===== config.mk =====
export PLATFORM = sky130hd
export DESIGN_NAME = vdc_cpu_port_ctrl
export DESIGN_NICKNAME = d
export VERILOG_FILES = /design/src/rtl/vdc_cpu_port_ctrl.sv
export SDC_FILE = /design/constraint.sdc
export NUM_CORES = 1
export LEC_CHECK = 0
export ABC_AREA = 1
export BUFFER_PORTS_ARGS = -buffer_cell sky130_fd_sc_hd__buf_4
export CAP_MARGIN = 0
export CORE_MARGIN = 10
export CORE_UTILIZATION = 56
export DETAILED_ROUTE_END_ITERATION = 7
export PLACE_DENSITY = 0.77
export SLEW_MARGIN = 10
export SYNTH_ARGS = -nofsm -noshare
export SYNTH_HDL_FRONTEND = slang
export SYNTH_SLANG_ARGS = --single-unit

===== constraint.sdc =====
create_clock -name i_clock -period 2.2 [get_ports i_clock]
set_clock_uncertainty 0.1 [all_clocks]
set_input_delay 0.11 -clock i_clock [delete_from_list [all_inputs] [get_ports i_clock]]
set_output_delay 0.11 -clock i_clock [all_outputs]
set_load 0.05 [all_outputs]

===== src/rtl/vdc_cpu_port_ctrl.sv =====
// CPU-side data bus buffer for the VDC: decodes 8-bit port accesses, latches the data
// low byte, and runs VRAM write/prefetch cycles with MAWR/MARR auto-increment.
module vdc_cpu_port_ctrl #(
  parameter int AW = 16
) (
  input  logic          i_clock,
  input  logic          i_reset_n,
  input  logic          i_cpu_wr,
  input  logic          i_cpu_rd,
  input  logic [1:0]    i_cpu_addr,
  input  logic [7:0]    i_cpu_din,
  output logic [7:0]    o_cpu_dout,
  input  logic [1:0]    i_inc_sel,
  output logic          o_reg_wr,
  output logic [4:0]    o_reg_sel,
  output logic [15:0]   o_reg_wdata,
  output logic          o_vram_req,
  output logic          o_vram_we,
  output logic [AW-1:0] o_vram_addr,
  output logic [15:0]   o_vram_wdata,
  input  logic          i_vram_ack,
  input  logic [15:0]   i_vram_rdata,
  output logic          o_busy
);

  typedef enum logic [1:0] {S_IDLE, S_WR, S_RD} state_t;

  state_t        r_state;
  logic [4:0]    r_ar;
  logic [AW-1:0] r_mawr, r_marr;
  logic [7:0]    r_latch;
  logic [15:0]   r_rbuf;
  logic          r_overrun;
  logic          r_vram_req, r_vram_we;

  logic          w_ack, w_hi_wr, w_wcmd, w_rcmd, w_free;
  logic [15:0]   w_word;
  logic [AW-1:0] w_inc, w_mawr_inc, w_marr_inc, w_mawr_nxt, w_marr_nxt;

  always_comb begin
    w_inc = '0;
    case (i_inc_sel)
      2'd0:    w_inc[0] = 1'b1;
      2'd1:    w_inc[5] = 1'b1;
      2'd2:    w_inc[6] = 1'b1;
      default: w_inc[7] = 1'b1;
    endcase
  end

  assign w_ack   = i_vram_ack && (r_state != S_IDLE);
  assign w_hi_wr = i_cpu_wr && (i_cpu_addr == 2'd3);
  assign w_word  = {i_cpu_din, r_latch};
  assign w_wcmd  = w_hi_wr && (r_ar == 5'd2);
  assign w_rcmd  = (w_hi_wr && (r_ar == 5'd1)) ||
                   (i_cpu_rd && (i_cpu_addr == 2'd3) && (r_ar == 5'd2));
  // The completing cycle frees the port in the same edge, so an ack-coincident command is taken.
  assign w_free  = (r_state == S_IDLE) || w_ack;

  assign w_mawr_inc = (w_ack && r_state == S_WR) ? r_mawr + w_inc : r_mawr;
  assign w_marr_inc = (w_ack && r_state == S_RD) ? r_marr + w_inc : r_marr;
  assign w_mawr_nxt = (w_hi_wr && r_ar == 5'd0) ? AW'(w_word) : w_mawr_inc;
  assign w_marr_nxt = (w_hi_wr && r_ar == 5'd1) ? AW'(w_word) : w_marr_inc;

  always_ff @(posedge i_clock) begin
    if (!i_reset_n) begin
      r_state      <= S_IDLE;
      r_vram_req   <= 1'b0;
      r_vram_we    <= 1'b0;
      o_vram_addr  <= '0;
      o_vram_wdata <= '0;
    end else if (w_wcmd && w_free) begin
      r_state      <= S_WR;
      r_vram_req   <= 1'b1;
      r_vram_we    <= 1'b1;
      o_vram_addr  <= w_mawr_inc;
      o_vram_wdata <= w_word;
    end else if (w_rcmd && w_free) begin
      r_state      <= S_RD;
      r_vram_req   <= 1'b1;
      r_vram_we    <= 1'b0;
      o_vram_addr  <= w_marr_nxt;
    end else if (w_ack) begin
      r_state      <= S_IDLE;
      r_vram_req   <= 1'b0;
      r_vram_we    <= 1'b0;
    end
  end

  always_ff @(posedge i_clock) begin
    if (!i_reset_n) begin
      r_ar        <= '0;
      r_mawr      <= '0;
      r_marr      <= '0;
      r_latch     <= '0;
      r_rbuf      <= '0;
      r_overrun   <= 1'b0;
      o_cpu_dout  <= '0;
      o_reg_wr    <= 1'b0;
      o_reg_sel   <= '0;
      o_reg_wdata <= '0;
    end else begin
      r_mawr   <= w_mawr_nxt;
      r_marr   <= w_marr_nxt;
      o_reg_wr <= 1'b0;
      if (i_cpu_wr) begin
        case (i_cpu_addr)
          2'd0: r_ar <= i_cpu_din[4:0];
          2'd2: r_latch <= i_cpu_din;
          2'd3: if (r_ar > 5'd2) begin
            o_reg_wr    <= 1'b1;
            o_reg_sel   <= r_ar;
            o_reg_wdata <= w_word;
          end
          default: ;
        endcase
      end
      if (w_ack && r_state == S_RD) r_rbuf <= i_vram_rdata;
      // Reads see the buffer as it stood before any prefetch completing or starting now.
      if (i_cpu_rd) begin
        case (i_cpu_addr)
          2'd0:    o_cpu_dout <= {r_vram_req, r_overrun, 1'b0, r_ar};
          2'd2:    o_cpu_dout <= (r_ar == 5'd2) ? r_rbuf[7:0] : 8'h00;
          2'd3:    o_cpu_dout <= (r_ar == 5'd2) ? r_rbuf[15:8] : 8'h00;
          default: o_cpu_dout <= 8'h00;
        endcase
      end
      if ((w_wcmd || w_rcmd) && !w_free) r_overrun <= 1'b1;
      else if (i_cpu_rd && i_cpu_addr == 2'd0) r_overrun <= 1'b0;
    end
  end

  assign o_vram_req = r_vram_req;
  assign o_vram_we  = r_vram_we;
  assign o_busy     = r_vram_req;

endmodule


Word level (Yosys, flattened, before mapping)
Index checks and enable logic that the tools add are counted.
Widths: inputs -> output; s select.

storage, ports and cells
  latch bits = 0
  ROM bits = 0
  output and inout port bits = 65
  flip-flop bits (word level) = 128
  bits in writable memories = 0
  word-level logic and storage cells = 84
  memories = 0
  bits of input ports = 33

cells by class
  multiplexer cells = 24
  shifts and indexed selects = 0
  reductions and logical operators = 32
  div/mod/pow operators = 0
  bitwise operators = 1
  order comparisons = 1
  equal/unequal tests = 8
  multipliers = 0
  add/sub/neg operators = 2

operators by type and width
  operator            number
  $mux 16             6
  $add 16x8->16       2
  $pmux 8 s3          1
  $mux 8              2
  $logic_and 1x1->1   13
  $mux 1              13
  $eq 2x2->1 const B  4
  $reduce_bool 2->1   4
  $logic_not 2->1     3
  $reduce_and 3->1    2
  $eq 5x1->1 const B  1
  $eq 5x2->1 const B  1
  $gt 5x2->1 const B  1
  $logic_not 5->1     1
  $eq 2x1->1 const B  2
  $mux 2              2
  $reduce_and 2->1    2
  $logic_or 1x1->1    3
  $reduce_bool 3->1   1
  $reduce_or 3->1     1
  $reduce_or 2->1     1
  $logic_not 1->1     1
  $not 1->1           1

Logic depth before layout (Yosys ltp)
Gate-level depths: netlist (run 1).

  depth in word-level cells = 8
  mapped depth = 17
  depth with buffers taken out = 17

Worst setup path after synthesis (run 1)
Ideal clock, no wire load.

  path type = flip-flop to flip-flop
  start point = register r_state[0]
  end point = register o_vram_addr[12]
  arrival time = 1707 ps
  library setup time = 112 ps
  stages on the path, launching flop included = 14
  period minus slack after synthesis = 1919 ps
  setup slack = 281 ps
  data required time = 1988 ps
  buffers on the path = 0
  cell sequence = dfxtp_1 > inv_2 > nor2_1 > nand2_1 > a21oi_1 > nand2_1 > nor2_1 > nand2_1 > nand2_1 > nand2_1 > nand2_1 > nand2_1 > nand2_1 > nand2_1

between the ends
  cells in the longest elaborated chain, start to end = 7
  elaborated cells between the ends (all ways) = 16
  those cells by class = eq/ne (2); mux (5); reduce/logical (9)

ends and longest elaborated chain
  item                    RTL line  text
  from (decl)             28        state_t r_state;
  from (signal assigned)  66        r_state <= S_IDLE;
  from (signal assigned)  72        r_state <= S_WR;
  from (signal assigned)  78        r_state <= S_RD;
  $reduce_bool 2->1       50        assign w_ack = i_vram_ack && (r_state != S_IDLE);
  $logic_and 1x1->1       50
  $logic_and 1x1->1       60        assign w_marr_inc = (w_ack && r_state == S_RD) ? r_marr + w_inc : r_marr;
  $mux 16                 60
  $mux 16                 62        assign w_marr_nxt = (w_hi_wr && r_ar == 5'd1) ? AW'(w_word) : w_marr_inc;
  $mux 16                 77        end else if (w_rcmd && w_free) begin
  $mux 16                 71        end else if (w_wcmd && w_free) begin
  to (signal assigned)    75        o_vram_addr <= w_mawr_inc;
  to (signal assigned)    81        o_vram_addr <= w_marr_nxt;
  to (decl)               19        output logic [AW-1:0] o_vram_addr,

Parallel ways exist; a longest one is shown, timed or not. The select of a mux whose other input is x is not followed.
A chain may end at the register's enable or synchronous reset.

Final worst setup path (run 1)
  start point = register r_ar[2]
  end point = register o_vram_addr[5]

between the ends
  cells in the longest elaborated chain, start to end = 5
  elaborated cells between the ends (all ways) = 12
  those cells by class = eq/ne (2); mux (3); reduce/logical (7)

ends and longest elaborated chain
  item                                                 RTL line    text
  from (decl)                                          29          logic [4:0] r_ar;
  from (signal assigned)                               107         2'd0: r_ar <= i_cpu_din[4:0];
  $eq 5x1->1 / $eq 5x2->1 (equally long branches)      n/a
  $logic_and 1x1->1 (on tied branches)                 54, 62, 55
  $mux 16 / $logic_or 1x1->1 (equally long branches)   62, 54
  $mux 16 / $logic_and 1x1->1 (equally long branches)  77
  $mux 16 / $reduce_bool 2->1 (equally long branches)  n/a

Parallel ways exist; a longest one is shown, timed or not. The select of a mux whose other input is x is not followed.

==> flow_summary.json, run 1 <==
{
  "synth_top_area_cell": "sky130_fd_sc_hd__dfxtp_1",
  "fp.dieArea_um2": 15100,
  "cts.sink_count": 127,
  "post_layout_nonfiller_instances": 1116,
  "synth-async-reset-ratio": 0,
  "syn_area_um2": 5950,
  "tritoncts_clock_tree": "built",
  "place.gp.congestion": 0.969,
  "drt_first_pass_iters": 5,
  "clk-insertion-delay-late_ps": 520,
  "io_buffers": 97,
  "maxSlewHeadroom": 0.655,
  "netlist_top_cells_count": "sky130_fd_sc_hd__nand2_1, sky130_fd_sc_hd__dfxtp_1, sky130_fd_sc_hd__a21oi_1",
  "synth_largest_type_area_fraction": 0.428,
  "setup.worst_path.end_class": "flip-flop",
  "dpl.cell_count": 1052,
  "synth-seq-area-share": 0.428,
  "core-area_um2": 10300,
  "nets": 1007,
  "finalCriticalPeriod_ps": 2070,
  "preCtsSetupSlack_ps": 67.4,
  "setup_slack_after_layout_ps": 126,
  "pwr_density_cell_nw_per_um2": 771,
  "final_antenna_net_count": 0,
  "antenna-diode-count": 0,
  "worstSetupPathType": "reg2reg",
  "critical_path.max_fanout": 6,
  "max_freq_ghz": 0.482,
  "route.detailed.vias_per_inst": 5.71,
  "timing.critical_path.required_ps": 2520,
  "row_count": 37,
  "post_drt_wl_per_cell_um": 18.0,
  "synth_enable_flop_cells": 0,
  "global_route.overflow_total": 0,
  "drt_first_iter_violations": 692,
  "finalPower_mw": 6.02,
  "first_global_vias": 6154,
  "syn_inst": 837,
  "area_delta_synth_final_pct": 31.2,
  "clk_root_buffer_cell": "sky130_fd_sc_hd__clkbuf_8",
  "ys_ff_latch": 127,
  "htree_num_levels": 4,
  "library_cell_with_the_highest_instance_count_after_synthesis": "sky130_fd_sc_hd__nand2_1",
  "synth_cell_type_count": 42,
  "period_share": 0.943,
  "clock_buffers_created_by_tritoncts": 17,
  "layout-drive-gt1-share": 0.195,
  "grt_setup_unrepaired": "true",
  "grt_use_total": 0.262,
  "chip_height_um": 123,
  "die_x_um": 123,
  "worst_hold_path_type": "in2reg",
  "route.final.wire_length_um": 20100,
  "io-pin-count": 98,
  "critical_path.startpoint_type": "flip-flop",
  "yosys_most_used_dff": "sky130_fd_sc_hd__dfxtp_1",
  "total_count_of_hold_check_failures_in_the_final_report": 0,
  "synthTopCellsByArea": "sky130_fd_sc_hd__dfxtp_1, sky130_fd_sc_hd__nand2_1, sky130_fd_sc_hd__a21oi_1",
  "slew_viol_final": 0,
  "number_of_antenna_violations_at_the_first_check_in_global_routing": 0,
  "report.final.setup_viol": 0,
  "yosysWarnings": 0,
  "cap_violations": 0,
  "cts.path.max_buffers": 2,
  "grt_max_degree": 43,
  "via_count": 6372,
  "vdd_drop_max_v": 0.000484,
  "status": "finished, final reports clean",
  "place.detailed.hpwl_um": 13600,
  "floorplan.initialDensity": 0.576,
  "crit_arrival_ps": 2390,
  "post_synth.cell_area_avg_um2": 7.11,
  "worstMarginPinSlew_ps": 514,
  "cellLeakagePower_nw": 3.48,
  "route.detailed.drc": 0,
  "utilization": 0.756,
  "clk_pin_slew_worst_paths_ps": 60,
  "grt_first_pass_wirelength_um": 31300,
  "syn-num-nets": 876
}
-- layout by cell type (no fill, tap or decap), drive strengths merged --
cell / netlist / final
xor2: 8 / 8
a21boi: 2 / 2
a31oi: 3 / 3
inv: 106 / 108
clkbuf: 19 / 19
nor4: 1 / 1
or2: 1 / 1
nor2: 66 / 66
o311ai: 1 / 1
buf: 14 / 115
dlygate4sd3: 0 / 30
nand2: 179 / 179
a22oi: 1 / 1
ha: 6 / 6
o21ai: 108 / 108
clkinvlp: 0 / 3
o21bai: 1 / 1
nand4: 13 / 13
a22o: 1 / 1
bufinv: 0 / 5
o211ai: 6 / 6
o22ai: 7 / 7
clkinv: 6 / 8
nand3: 39 / 39
dfxtp: 127 / 127
nor3: 10 / 10
nand3b: 5 / 5
xnor2: 4 / 4
a21oi: 103 / 103
-- cell families after synthesis --
kind of cell,after synthesis,share of synthesized area
flops,127,0.428
fa+ha+maj,6,0.0126
simple gates,314,0.238
xor+xnor,12,0.0177
buf+inv,145,0.0978
compound gates,233,0.206
-- critical path, stage by stage, from the launching register on --
cell                       delay [ps]
sky130_fd_sc_hd__dfxtp_1          310
sky130_fd_sc_hd__nor2_1           220
sky130_fd_sc_hd__nand3_2          240
sky130_fd_sc_hd__nor3_2           450
sky130_fd_sc_hd__inv_2            160
sky130_fd_sc_hd__o211ai_1         130
sky130_fd_sc_hd__o21ai_0          130
sky130_fd_sc_hd__nand2_1           80
sky130_fd_sc_hd__nand3_1           60
sky130_fd_sc_hd__nand2_1           60
sky130_fd_sc_hd__inv_1             40
-- state kept, by name, summed over array words and instances, names as in the netlist, 2 cells and up --
signal	flops
r_mawr	16
r_state	2
o_reg_wdata	16
r_ar	5
r_marr	16
o_vram_wdata	16
o_reg_sel	5
o_vram_addr	16
r_latch	8
o_cpu_dout	8
r_rbuf	16
-- layout make-up --
class | count | area (um2)
clock inverter | 12 | 208
sequential | 127 | 2540
inverter | 112 | 432
timing repair buffer | 145 | 1170
fill | 759 | 2520
clock buffer | 19 | 432
tap | 136 | 170
multi-input combinational | 565 | 2850
-- report_power, final --
group,switching (mW),leakage (nW),internal [mW]
combinational,0.361,2.16,0.183
sequential,0.0397,1.03,2.35
clock,1.09,0.301,1.99
total,1.49,3.48,4.53
-- metrics by stage --
stage	area (um2)	setup TNS [ps]	hold WS (ps)
2_1_floorplan	5950	0	145
3_3_place_gp	6810	0	281
3_5_place_dp	6810	0	289
4_1_cts	7750	0	17.0
5_1_grt	7800	-76.1	84.1
6_report	7800	0	43.7
-- what timing repair did --
action,CTS,global route
endpoints found under the hold margin,92,0
resized for setup,0,10
setup endpoints to repair,0,27
buffers inserted,0,3
hold buffers,30,0
-- routing by layer --
layer,GRT usage,routed length (um),vias up
li1,-,-,3002
met1,0.321,8050,2914
met4,0.124,733,0
met2,0.410,8790,398
met3,0.0839,2480,58
met5,0,0,-
-- path summary, 6_finish.rpt --
| kind | from | end | slack [ps] | cells after the start |
|---|---|---|---|---|
| worst max-delay path | r_ar[2]$_SDFFE_PN0P_ | o_vram_addr[5]$_SDFFE_PN0P_ | 130 | 10 |
| worst min-delay path | i_cpu_addr[1] | o_cpu_dout[5]$_SDFFE_PN0P_ | 40 | 7 |
| worst max register to register | r_ar[2]$_SDFFE_PN0P_ | o_vram_addr[5]$_SDFFE_PN0P_ | 130 | 10 |
| worst min register to register | r_rbuf[10]$_SDFFE_PN0P_ | r_rbuf[10]$_SDFFE_PN0P_ | 360 | 2 |
Note: power is estimated with default switching activity, not from simulation.
==> inputs of run 2 (changes only) <==
--- a/config.mk
+++ b/config.mk
@@ -8,11 +8,10 @@
 export ABC_AREA = 1
 export BUFFER_PORTS_ARGS = -buffer_cell sky130_fd_sc_hd__buf_4
 export CAP_MARGIN = 0
-export CORE_MARGIN = 10
+export CORE_MARGIN = 3
 export CORE_UTILIZATION = 56
 export DETAILED_ROUTE_END_ITERATION = 7
 export PLACE_DENSITY = 0.77
-export SLEW_MARGIN = 10
 export SYNTH_ARGS = -nofsm -noshare
 export SYNTH_HDL_FRONTEND = slang
 export SYNTH_SLANG_ARGS = --single-unit
==> run 2 against run 1 <==
Net effect:
- power decreased by 3.0%
- sequential share of layout area about the same
- flip-flop and latch count unchanged
- core utilization rose by 2.1 points
- design area barely moved
- die area decreased by 21%
- critical path type unchanged
- critical endpoint is now o_vram_addr[8]$_SDFFE_PN0P_
- largest power group unchanged
==> flow_summary.json, run 2 (same netlist as run 1, synthesis figures left out) <==
{
  "status": "finished, final reports clean",
  "clockPowerShare": 0.498,
  "wl_met3_um": 1760,
  "mostFrequentLayoutCell": "sky130_fd_sc_hd__nand2_1",
  "hold-path-cell-count": 6,
  "cts.sink_count": 127,
  "slowest_delay_ps": 340,
  "place.gp.congestion": 0.964,
  "critical_path.startpoint_type": "flip-flop",
  "route.detailed.vias_per_inst": 5.70,
  "drt_first_pass_iters": 7,
  "timing.critical_path.cells": "inv_2 > nand4_1 > nor2_1 > inv_2 > nand2_4 > nand2_4 > clkinv_4 > o21ai_0 > a21oi_1 > nor2_1",
  "nets": 1005,
  "leading_cell_types_in_the_layout_fill_and_taps_excluded": "sky130_fd_sc_hd__nand2_1, sky130_fd_sc_hd__dfxtp_1, sky130_fd_sc_hd__buf_4",
  "fillers": 709,
  "placed_area_um2": 6830,
  "clk_pin_slew_worst_paths_ps": 60,
  "worstMarginPinSlew_ps": 543,
  "route.final.wire_length_um": 19700,
  "via_count": 6343,
  "htree_num_levels": 4,
  "pwr_density_cell_nw_per_um2": 748,
  "io-pin-count": 98,
  "cell_internal_pwr_mw": 4.31,
  "maxSlewHeadroom": 0.637,
  "p_seq_frac": 0.410,
  "report.final.setup_viol": 0,
  "worstSetupPathType": "reg2reg",
  "post_drt_wl_per_cell_um": 17.7,
  "die_x_um": 109,
  "clock_buffers_created_by_tritoncts": 17,
  "dpl.cell_count": 1047,
  "io_buffers": 97,
  "layout-drive-gt1-share": 0.195,
  "worstSetupPathDepth": 10,
  "total_count_of_hold_check_failures_in_the_final_report": 0,
  "period_share": 0.939,
  "preCtsSetupSlack_ps": 34.3,
  "slew_viol_final": 0,
  "row_count": 36,
  "global_route.overflow_total": 0,
  "drt_first_iter_violations": 703,
  "netSwitchingFraction": 0.261,
  "tritoncts_clock_tree": "built",
  "antenna-diode-count": 0,
  "final_cell_area_um2": 7800,
  "critPathSlowestCell": "sky130_fd_sc_hd__dfxtp_1",
  "cellLeakagePower_nw": 3.46,
  "met2_length_um": 8920,
  "utilization": 0.777,
  "number_of_antenna_violations_at_the_first_check_in_global_routing": 0,
  "critical_path_buf_inv_count": 3,
  "grt_max_degree": 48,
  "worst-r2r-cell-count": 10,
  "core-area_um2": 10000,
  "m1WireLength_um": 8170,
  "p_comb_frac": 0.092,
  "max_freq_ghz": 0.484,
  "cts.path.max_buffers": 2,
  "total_switching_power_mw": 1.52,
  "setup.worst_path.end_class": "flip-flop",
  "post_layout_nonfiller_instances": 1112,
  "chip_height_um": 109,
  "totalNegativeSetupSlack_ps": 0,
  "vdd_drop_max_v": 0.000685,
  "finalPower_mw": 5.84,
  "route.detailed.drc": 0,
  "cap_violations": 0,
  "clk-insertion-delay-late_ps": 550,
  "final_antenna_net_count": 0,
  "area_delta_synth_final_pct": 31.2,
  "grt_first_pass_wirelength_um": 31200,
  "timing.critical_path.required_ps": 2530,
  "place.detailed.hpwl_um": 13000,
  "holdWs_ps": 87.0,
  "grt_use_total": 0.341,
  "fp.dieArea_um2": 11900,
  "setup_slack_after_layout_ps": 133,
  "finalCriticalPeriod_ps": 2070,
  "clk_root_buffer_cell": "sky130_fd_sc_hd__clkbuf_8",
  "crit_arrival_ps": 2400,
  "highest_layer": "met4",
  "worst_hold_path_type": "in2reg",
  "critical_path.max_fanout": 14,
  "floorplan.initialDensity": 0.592,
  "first_global_vias": 6352,
  "path_delay_family": "simple AND/OR/NAND/NOR gates"
}
[run 2: cell types whose count changed in the layout (fill, tap and decap cells not counted), sizes merged]
cell      delta
clkinvlp     +3
bufinv       -2
clkbuf       -1
buf          -3
inv          +2
[run 2: layer usage]
| metal | up-vias | global-route usage |
|---|---|---|
| li1 | 3006 | - |
| met1 | 2939 | 0.425 |
| met2 | 312 | 0.541 |
| met3 | 86 | 0.0989 |
| met4 | 0 | 0.163 |
| met5 | - | 0 |
[run 2: worst register-to-register path, cell delays in order (launching register included)]
cell and delay (ps):
sky130_fd_sc_hd__dfxtp_1 340, sky130_fd_sc_hd__inv_2 160, sky130_fd_sc_hd__nand4_1 290, sky130_fd_sc_hd__nor2_1 220
sky130_fd_sc_hd__inv_2 100, sky130_fd_sc_hd__nand2_4 90, sky130_fd_sc_hd__nand2_4 160, sky130_fd_sc_hd__clkinv_4 170
sky130_fd_sc_hd__o21ai_0 100, sky130_fd_sc_hd__a21oi_1 150, sky130_fd_sc_hd__nor2_1 60
[run 2: power groups by stage]
stage                     Clock (mW)  Sequential, mW  Combinational [mW]
after CTS                       2.92            2.39               0.516
after floorplan                    0            2.50               0.226
after detailed placement           0            2.44               0.469
after global routing            3.03            2.40               0.580
final                           2.91            2.40               0.537
after global placement             0            2.44               0.459
[run 2: layout make-up]
cell class	count	area (um2)	area share
Clock inverter	14	180	0.0231
Timing Repair inverter	1	7.51	0.000962
Inverter	112	438	0.0561
Sequential cell	127	2540	0.326
Clock buffer	18	428	0.0549
Multi-Input combinational cell	565	2860	0.366
Tap cell	133	166	0.0213
Timing Repair Buffer	142	1180	0.151
[run 2: what timing repair did]
item	in CTS	in global routing
gates resized for setup	0	12
hold buffers	30	0
setup endpoints to repair	0	14
endpoints found under the hold margin	92	0
setup buffers	0	2
[run 2: worst paths after layout]
path                                from                          end  slack [ps]
setup / recovery    r_ar[0]$_SDFFE_PN0P_  o_vram_addr[8]$_SDFFE_PN0P_         130
hold / removal              i_inc_sel[1]         r_marr[6]$_SDFF_PN0_          90
setup reg to reg    r_ar[0]$_SDFFE_PN0P_  o_vram_addr[8]$_SDFFE_PN0P_         130
hold reg to reg   r_rbuf[7]$_SDFFE_PN0P_       r_rbuf[7]$_SDFFE_PN0P_         350
